==> src/rtl/cascade_counter_pkg.sv <==
// Shared encodings for the cascade counter family: control opcodes, direction and end-of-range mode.
package cascade_counter_pkg;

    typedef enum logic [1:0] {
        CTRL_HOLD  = 2'b00,
        CTRL_COUNT = 2'b01,
        CTRL_LOAD  = 2'b10,
        CTRL_CLEAR = 2'b11
    } ctrl_e;

    localparam logic DIR_UP    = 1'b0;
    localparam logic DIR_DOWN  = 1'b1;
    localparam logic MODE_WRAP = 1'b0;
    localparam logic MODE_SAT  = 1'b1;

endpackage

==> src/rtl/cascade_counter_prescaler.sv <==
// Divides qualified count requests by PRESCALE; tick is high on the request that completes a period.
module cascade_counter_prescaler #(
    parameter int PRESCALE = 4
) (
    input  logic clk,
    input  logic reset_n,
    input  logic req,
    input  logic clr,
    output logic tick
);

    localparam int PRE_W = (PRESCALE > 1) ? $clog2(PRESCALE) : 1;

    logic [PRE_W-1:0] pre_reg;
    logic [PRE_W-1:0] pre_next;

    assign tick = (pre_reg == PRE_W'(PRESCALE - 1));

    // Without a request the phase is frozen, so a paused cascade resumes mid-period.
    always_comb begin
        pre_next = pre_reg;
        if (clr) begin
            pre_next = '0;
        end else if (req) begin
            pre_next = tick ? '0 : pre_reg + PRE_W'(1);
        end
    end

    always_ff @(posedge clk or negedge reset_n) begin
        if (!reset_n) begin
            pre_reg <= '0;
        end else begin
            pre_reg <= pre_next;
        end
    end

endmodule

==> src/rtl/cascade_counter.sv <==
// Up/down counter with runtime terminal value, clamped load, wrap/saturate ends, prescaler and cascade carry.
module cascade_counter
    import cascade_counter_pkg::*;
#(
    parameter int WIDTH    = 10,
    parameter int PRESCALE = 1
) (
    input  logic             clk,
    input  logic             reset_n,
    input  logic [1:0]       ctrl,
    input  logic             dir,
    input  logic             mode,
    input  logic [WIDTH-1:0] limit,
    input  logic [WIDTH-1:0] load_val,
    input  logic             cin,
    output logic [WIDTH-1:0] Q,
    output logic             roll,
    output logic             cout,
    output logic             tc
);

    logic [WIDTH-1:0] q_reg;
    logic [WIDTH-1:0] q_next;
    logic             tc_reg;
    logic             req;
    logic             tick;
    logic             step;
    logic             at_term;
    ctrl_e            op;

    assign op   = ctrl_e'(ctrl);
    assign req  = (op == CTRL_COUNT) && cin;
    assign step = req && tick;

    generate
        if (PRESCALE == 1) begin : g_no_pre
            assign tick = 1'b1;
        end else begin : g_pre
            logic pre_clr;
            assign pre_clr = (op == CTRL_LOAD) || (op == CTRL_CLEAR);
            cascade_counter_prescaler #(
                .PRESCALE(PRESCALE)
            ) u_pre (
                .clk    (clk),
                .reset_n(reset_n),
                .req    (req),
                .clr    (pre_clr),
                .tick   (tick)
            );
        end
    endgenerate

    // >= rather than == so a limit lowered beneath the count still terminates it.
    assign at_term = (dir == DIR_UP) ? (q_reg >= limit) : (q_reg == '0);

    always_comb begin
        q_next = q_reg;
        case (op)
            CTRL_CLEAR: q_next = '0;
            CTRL_LOAD:  q_next = (load_val > limit) ? limit : load_val;
            CTRL_COUNT: begin
                if (step) begin
                    if (dir == DIR_UP) begin
                        if (!at_term)             q_next = q_reg + WIDTH'(1);
                        else if (mode == MODE_SAT) q_next = limit;
                        else                      q_next = '0;
                    end else begin
                        if (!at_term)             q_next = q_reg - WIDTH'(1);
                        else if (mode == MODE_SAT) q_next = '0;
                        else                      q_next = limit;
                    end
                end
            end
            default:    q_next = q_reg;
        endcase
    end

    always_ff @(posedge clk or negedge reset_n) begin
        if (!reset_n) begin
            q_reg  <= '0;
            tc_reg <= 1'b0;
        end else begin
            q_reg  <= q_next;
            tc_reg <= cout;
        end
    end

    assign Q    = q_reg;
    assign roll = at_term;
    assign cout = step && at_term;
    assign tc   = tc_reg;

endmodule

==> config.mk <==
export PLATFORM = sky130hd
export DESIGN_NAME = cascade_counter
export DESIGN_NICKNAME = d
export VERILOG_FILES = /design/src/rtl/cascade_counter_pkg.sv /design/src/rtl/cascade_counter_prescaler.sv /design/src/rtl/cascade_counter.sv
export SDC_FILE = /design/constraint.sdc
export NUM_CORES = 1
export LEC_CHECK = 0
export CAP_MARGIN = 25
export CORE_ASPECT_RATIO = 1.5
export CORE_UTILIZATION = 50
export CTS_CLUSTER_DIAMETER = 100
export DETAILED_ROUTE_END_ITERATION = 6
export GPL_TIMING_DRIVEN = 0
export HOLD_SLACK_MARGIN = 0.02
export PLACE_DENSITY = 0.78
export SLEW_MARGIN = 10
export SYNTH_ARGS = -nofsm -noshare
export SYNTH_HDL_FRONTEND = slang
export SYNTH_SLANG_ARGS = --single-unit
==> constraint.sdc <==
create_clock -name clk -period 2.9 [get_ports clk]
set_input_delay 0.58 -clock clk [delete_from_list [all_inputs] [get_ports clk]]
set_output_delay 0.58 -clock clk [all_outputs]
set_load 0.02 [all_outputs]
==> results by group, run 1 <==
Clocking
  • Worst-case clock buffer depth: 2
  • CTS root buffer: clkbuf_8
  • CTS H-tree lvls: 1
  • Clk_lat worst skew: 250 ps
  • Hold_buf cts: 0
  • Clock sink count: 11
  • CTS tree: yes
  • Num CTS Buffers: 3
  • Clock edge transition at the registers on the reported setup and hold paths: 60 ps

STA
  • Pins Over Slew Limit: 0
  • Worst slew pin tran: 712 ps
  • Hold_ws: 646 ps
  • Post-Route Skew: 1.75 ps
  • Max_slew headroom: 0.526
  • Final hold violation count: 0
  • RSZ-0062 raised after global routing: no
  • Setup TNS: 0 ps
  • Final Worst Setup Slack: 42.8 ps
  • Period utilization: 0.985
  • Fmax: 0.350 GHz
  • Final min period: 2860 ps
  • Final setup viols: 0

Final layout
  • Register Area: 279 sq um
  • Fillers: 285
  • Share of cells above drive strength 1: 0.182
  • Fin nets: 339
  • Number of flip-flops in the largest register: 10
  • Synth-to-layout area growth: 32.7%
  • Area of the multi-input gates: 1500 sq um
  • Final Non-Filler Cells: 328
  • # diodes: 0

Synthesis
  • Synth Net Count: 288
  • Register area share after synthesis: 0.148
  • Dominant cells by area after synthesis: ha_1 (17%), dfrtp_1 (15%), mux2i_1 (8.1%)
  • EDFF count, synth: 0
  • Average size of a mapped cell: 7.89 sq um
  • Total number of yosys warnings: 0
  • Post-synth top area cell: ha_1
  • Yosys cell types: 52
  • Flops & latches, synth: 11
  • Ys flop type: dfrtp_1
  • Fraction of registers with async set/reset: 1.00
  • Post-Synthesis Cells: 236
  • Mapped Area: 1860 sq um
  • Synth top area share: 0.168

Global route
  • Total grt overflow: 0
  • First-pass GRT wire length: 9350 microns
  • Total Routing Usage GR: 0.315
  • Initial antenna violation count: 0
  • Vias in the first global route: 1952
  • Largest net degree at the start of global routing: 12

Critical path
  • RR Startpoint: Q[0]
  • Critical path launch point type: register
  • Worst path cell trace: inv_4 -> ha_4 -> or4b_4 -> buf_6 -> nor3_4 -> nand2_2 -> o21ai_2 -> and3_4 -> buf_6
  • Critical path origin: Q[0]
  • CP required: 2320 ps
  • Crit path depth: 9
  • Crit path capture type: output port
  • Depth of the worst register-to-register path: 11
  • Worst path bufs/invs: 3
  • Delay-heaviest family, CP: simple AND/OR/NAND/NOR gates
  • Most frequent cell on the critical path: buf_6
  • Crit path arrival time: 2280 ps
  • Setup Crit Path Kind: reg2out
  • Critical R2R Capture: Q[1]
  • Slowest CP cell: or4b_4
  • CP Capture Point: cout
  • Crit-path max cell delay: 480 ps
  • R2r setup slk: 240 ps
  • CP max FO: 6

Detailed routing
  • Detailed Route Iter0 Violations: 106
  • DR DRC count: 0
  • Final ANT Viol Nets: 0
  • Initial DRT Pass Iterations: 5
  • Routed wire length: 5960 microns
  • Routed len/inst: 18.2 microns
  • Detail-routed via count per cell: 6.29
  • DR vias: 2063

Floorplanning
  • Initial Utilization: 0.535
  • Die height: 76.7 microns
  • Horiz. Die Dim: 51.8 microns
  • Floorplan row count: 26
  • # IOs: 40
  • Core Region: 3480 sq um
  • Die area: 3980 sq um

Pwr
  • Leak Pwr: 1.09 nW
  • Pwr/cell area: 362 nW/um^2
  • Clk pwr share: 0.192
  • Peak VDD IR: 0.255 mV
  • Sw Share: 0.429
  • Net switching power: 0.383 mW
  • Cell internal pwr: 0.511 mW
  • Combinational power share: 0.597
  • Flop pwr share: 0.212

Place
  • Dpl ws: -813 ps
  • Port Buffers: 38
  • Placed insts: 316
  • Routability cong.: 0.984
  • Hpwl dp: 4330 microns

Run
  • Max-cap violations: 0

Outcome
  • Status: completed

Hold path
  • Worst hold path type: reg2reg
-- synthesized netlist by cell type (all sizes together), types with 8 or more instances --
cell type,number
dfrtp,11
buf,10
ha,25
nand3,14
nor2,14
inv,21
o21ai,11
mux2i,15
nand2,22
o211ai,8
a21oi,13
-- worst register-to-register path, cell delays in order (launching register included) --
cell and delay (ps):
dfrtp_2 390, inv_4 50, buf_4 120, ha_1 270
nand2b_1 150, a211o_1 320, a211oi_4 260, buf_4 180
buf_2 270, nor3_1 80, o311ai_1 240, o221ai_1 160
-- per-stage QoR --
step                       util  instance area, sq um  power (mW)
final                     0.710                  2470       0.894
after global routing      0.710                  2470       0.941
after CTS                 0.695                  2420       0.863
after detailed placement  0.659                  2290       0.663
after global placement    0.659                  2290       0.659
after floorplan               -                  1860       0.507
-- cells in the final DEF, fill, tap and decap left out, types with 6 or more instances in the layout --
master / netlist / layout
o211ai_1: 6 / 6
mux2i_1: 15 / 15
o21ai_1: 5 / 6
buf_2: 7 / 7
xor2_1: 6 / 6
clkdlybuf4s50_1: 0 / 26
nand3_1: 14 / 14
ha_1: 25 / 21
inv_1: 21 / 15
a21oi_1: 12 / 12
dfrtp_1: 11 / 8
dlygate4sd2_1: 0 / 9
buf_4: 0 / 9
nand2_1: 21 / 21
xnor2_1: 6 / 6
nor2_1: 14 / 13
-- cells by family (layout without fill, tap and decap cells) --
kind of cell / Yosys count / in the layout / synth area share
flops: 11 / 11 / 0.148
simple gates: 76 / 76 / 0.214
fa+ha+maj: 25 / 25 / 0.168
buf+inv: 36 / 86 / 0.0900
xor+xnor: 12 / 12 / 0.0565
mux: 17 / 17 / 0.0948
compound gates: 59 / 59 / 0.228
-- per-layer routing --
| layer | share of wire | up-vias | wire [microns] | track usage |
|---|---|---|---|---|
| li1 | - | 980 | - | - |
| met3 | 0.074 | 22 | 441 | 0.0377 |
| met2 | 0.49 | 123 | 2950 | 0.508 |
| met4 | 0.038 | 0 | 227 | 0.189 |
| met5 | 0 | - | 0 | 0 |
| met1 | 0.39 | 938 | 2350 | 0.383 |
-- worst min-delay path by stage --
| stage | from | endpoint | slack, ps | depth (start not counted) |
|---|---|---|---|---|
| final | Q[0] | Q[0] | 650 | 2 |
| after global routing | Q[1] | Q[1] | 670 | 2 |
| after CTS | Q[1] | Q[1] | 620 | 2 |
| after detailed placement | Q[3] | Q[3] | 700 | 3 |
| after global placement | Q[3] | Q[3] | 690 | 3 |
| after floorplan | reset_n | Q[0] | 280 | 0 |
-- what timing repair did --
| action | CTS | global route |
|---|---|---|
| setup endpoints to repair | 5 | 1 |
| buffers inserted | 6 | 3 |
| pin swaps | 6 | 7 |
| gates resized for setup | 34 | 8 |
-- power by group through the flow --
stage | registers, mW | clock network, mW | logic [mW]
global placement | 0.191 | 0 | 0.468
finish | 0.189 | 0.171 | 0.534
global route | 0.190 | 0.177 | 0.574
floorplan | 0.201 | 0 | 0.306
CTS | 0.185 | 0.169 | 0.509
detailed placement | 0.192 | 0 | 0.471
-- area by class of cell --
cell class              instances  area share
plain buffers                  14      0.0339
flip-flops and latches         11       0.113
well taps                      42      0.0213
inverters                      21      0.0329
clock buffers                   4      0.0182
repair buffers                 47       0.175
multi-input cells             189       0.606
(Power assumes the default switching activity.)
==> run 2, diff against run 1 <==
- HOLD_SLACK_MARGIN: 0.02 -> default
==> results of run 2 <==
No change in the layout: final DEF, timing and power equal those of run 1.
==> run 3, diff against run 2 <==
- TNS_END_PERCENT: default -> 10
- clock period: 2.9 -> 3.2 ns (I/O delays scaled with it)
==> run 3 against run 2 <==
  * Via count is 0.58% lower
  * Die area stayed put
  * Utilization is 0.97 points lower
  * Routed wire length is 0.55% lower
==> results by group, run 3 (same netlist as run 1, synthesis figures left out) <==
Global route
  • Vias in the first global route: 1908 (-2.3%)
  • Initial antenna violation count: 0 (unchanged)
  • First-pass GRT wire length: 9180 microns (-1.8%)
  • Total Routing Usage GR: 0.310 (-0.00499)
  • Largest net degree at the start of global routing: 12 (unchanged)
  • Total grt overflow: 0 (unchanged)

STA
  • Hold_ws: 709 ps (+63.6 ps)
  • Post-Route Skew: 3.49 ps (+1.75 ps)
  • RSZ-0062 raised after global routing: no
  • Final min period: 3130 ps
  • Final setup viols: 0 (unchanged)
  • Max_slew headroom: 0.526 (about the same)
  • Period utilization: 0.977
  • Fmax: 0.320 GHz
  • Final hold violation count: 0 (unchanged)
  • Pins Over Slew Limit: 0 (unchanged)
  • Worst slew pin tran: 711 ps (-0.718 ps)

Floorplanning
  • Die height: 76.7 microns (unchanged)
  • Die area: 3980 sq um (unchanged)
  • Initial Utilization: 0.535 (unchanged)
  • # IOs: 40 (unchanged)
  • Core Region: 3480 sq um (unchanged)
  • Horiz. Die Dim: 51.8 microns (unchanged)
  • Floorplan row count: 26 (unchanged)

Final layout
  • Most common cell after layout, fill and taps aside: clkdlybuf4s50_1
  • # diodes: 0 (unchanged)
  • Fin nets: 335 (-1.2%)
  • Final Cell Area: 2440 sq um (-1.4%)
  • Most frequent cells in the layout: clkdlybuf4s50_1 (29), nand2_1 (21), ha_1 (21)
  • Layout Utilization: 0.700 (-0.00971)
  • Number of flip-flops in the largest register: 10 (unchanged)
  • Final Non-Filler Cells: 324 (-1.2%)
  • Fillers: 299 (+4.9%)
  • Synth-to-layout area growth: 30.9%
  • Share of cells above drive strength 1: 0.160 (-0.0222)

Outcome
  • Status: completed

Critical path
  • Worst path cell trace: clkdlybuf4s50_1 -> inv_2 -> ha_4 -> a21oi_1 -> a211oi_2 -> a211oi_4 -> o21ai_2 -> and3_4 -> buf_4
  • Setup Crit Path Kind: in2out
  • Slowest CP cell: clkdlybuf4s50_1
  • Crit-path max cell delay: 530 ps (+50 ps)
  • Crit path arrival time: 2490 ps (+210 ps)
  • Crit path capture type: output port
  • CP max FO: 3 (-3)
  • Critical path launch point type: input pin
  • CP required: 2560 ps (+240 ps)

Place
  • Post-Place Cell Area: 2290 sq um (unchanged)
  • Port Buffers: 38 (unchanged)
  • Placed insts: 316 (unchanged)
  • Hpwl dp: 4330 microns (unchanged)
  • Routability cong.: 0.984 (unchanged)

Detailed routing
  • Initial DRT Pass Iterations: 5 (unchanged)
  • Final ANT Viol Nets: 0 (unchanged)
  • Routed len/inst: 18.3 microns (+0.67%)
  • Routed wire length: 5930 microns (-0.55%)
  • Detailed Route Iter0 Violations: 128 (+21%)
  • Detail-routed via count per cell: 6.33 (+0.65%)
  • DR vias: 2051 (-0.58%)
  • DR DRC count: 0 (unchanged)

Clocking
  • Clk_lat worst skew: 250 ps (about the same)
  • CTS root buffer: clkbuf_8
  • CTS H-tree lvls: 1 (unchanged)
  • Num CTS Buffers: 3 (unchanged)
  • CTS tree: yes
  • Clock sink count: 11 (unchanged)
  • Clock edge transition at the registers on the reported setup and hold paths: 60 ps (about the same)
  • Worst-case clock buffer depth: 2 (unchanged)

Pwr
  • Peak VDD IR: 0.238 mV (-6.5%)
  • Pwr/cell area: 326 nW/um^2 (-10%)
  • Leak Pwr: 1.10 nW (+0.80%)

Hold path
  • Worst hold path type: reg2reg

Run
  • Max-cap violations: 0 (unchanged)
-- run 3: metal layers --
layer  up-vias  GRT usage  wire [microns]
met4         0      0.178             230
met5         -          0               0
li1        965          -               -
met3        23     0.0377             438
met1       939      0.378            2290
met2       124      0.503            2970
-- run 3: where the power goes --
group	total (mW)	leakage (nW)	switching, mW	internal [mW]
clock network	0.153	0.0228	0.0649	0.0882
registers	0.174	0.148	0.0234	0.151
logic	0.467	0.928	0.253	0.214
total	0.794	1.10	0.341	0.453
-- run 3: per-stage QoR --
| step | power [mW] | worst slack (ps) | TNS [ps] |
|---|---|---|---|
| after CTS | 0.778 | 10.3 | 0 |
| after global placement | 0.597 | -614 | -1160 |
| final | 0.794 | 74.0 | 0 |
| after global routing | 0.839 | 1.62 | 0 |
| after floorplan | 0.459 | 292 | 0 |
| after detailed placement | 0.601 | -633 | -1210 |
-- run 3: final timing paths --
check	end	slack [ps]	start	cells past startpoint
min	Q[8]	710	Q[8]	2
max in group asynchronous	Q[0]	2040	reset_n	1
min reg2reg	Q[8]	710	Q[8]	2
max	cout	70	limit[4]	9
max reg2reg	Q[1]	550	Q[0]	10
min in group asynchronous	Q[4]	750	reset_n	1
-- run 3: worst max-delay path: cells and delay by family --
family                   cells  cell delay [ps]
buffers and inverters        3              760
adder cells (fa/ha/maj)      1              290
AO/OA/AOI/OAI                4              600
AND/OR/NAND/NOR              1              210
-- run 3: layout make-up --
cell class	instances	area, sq um	share of cell area
buffer	15	88.8	0.0364
tap	42	52.6	0.0216
timing repair buffer	42	409	0.168
inverter	21	78.8	0.0323
clock buffer	4	45.0	0.0185
multi-input combinational	189	1490	0.610
sequential	11	277	0.113
-- run 3: timing repair --
item,4_1_cts,5_1_grt
endpoints found under the setup margin,2,2
pin swaps,5,4
hold buffers,0,0
buffers inserted,4,0
resized for setup,18,14
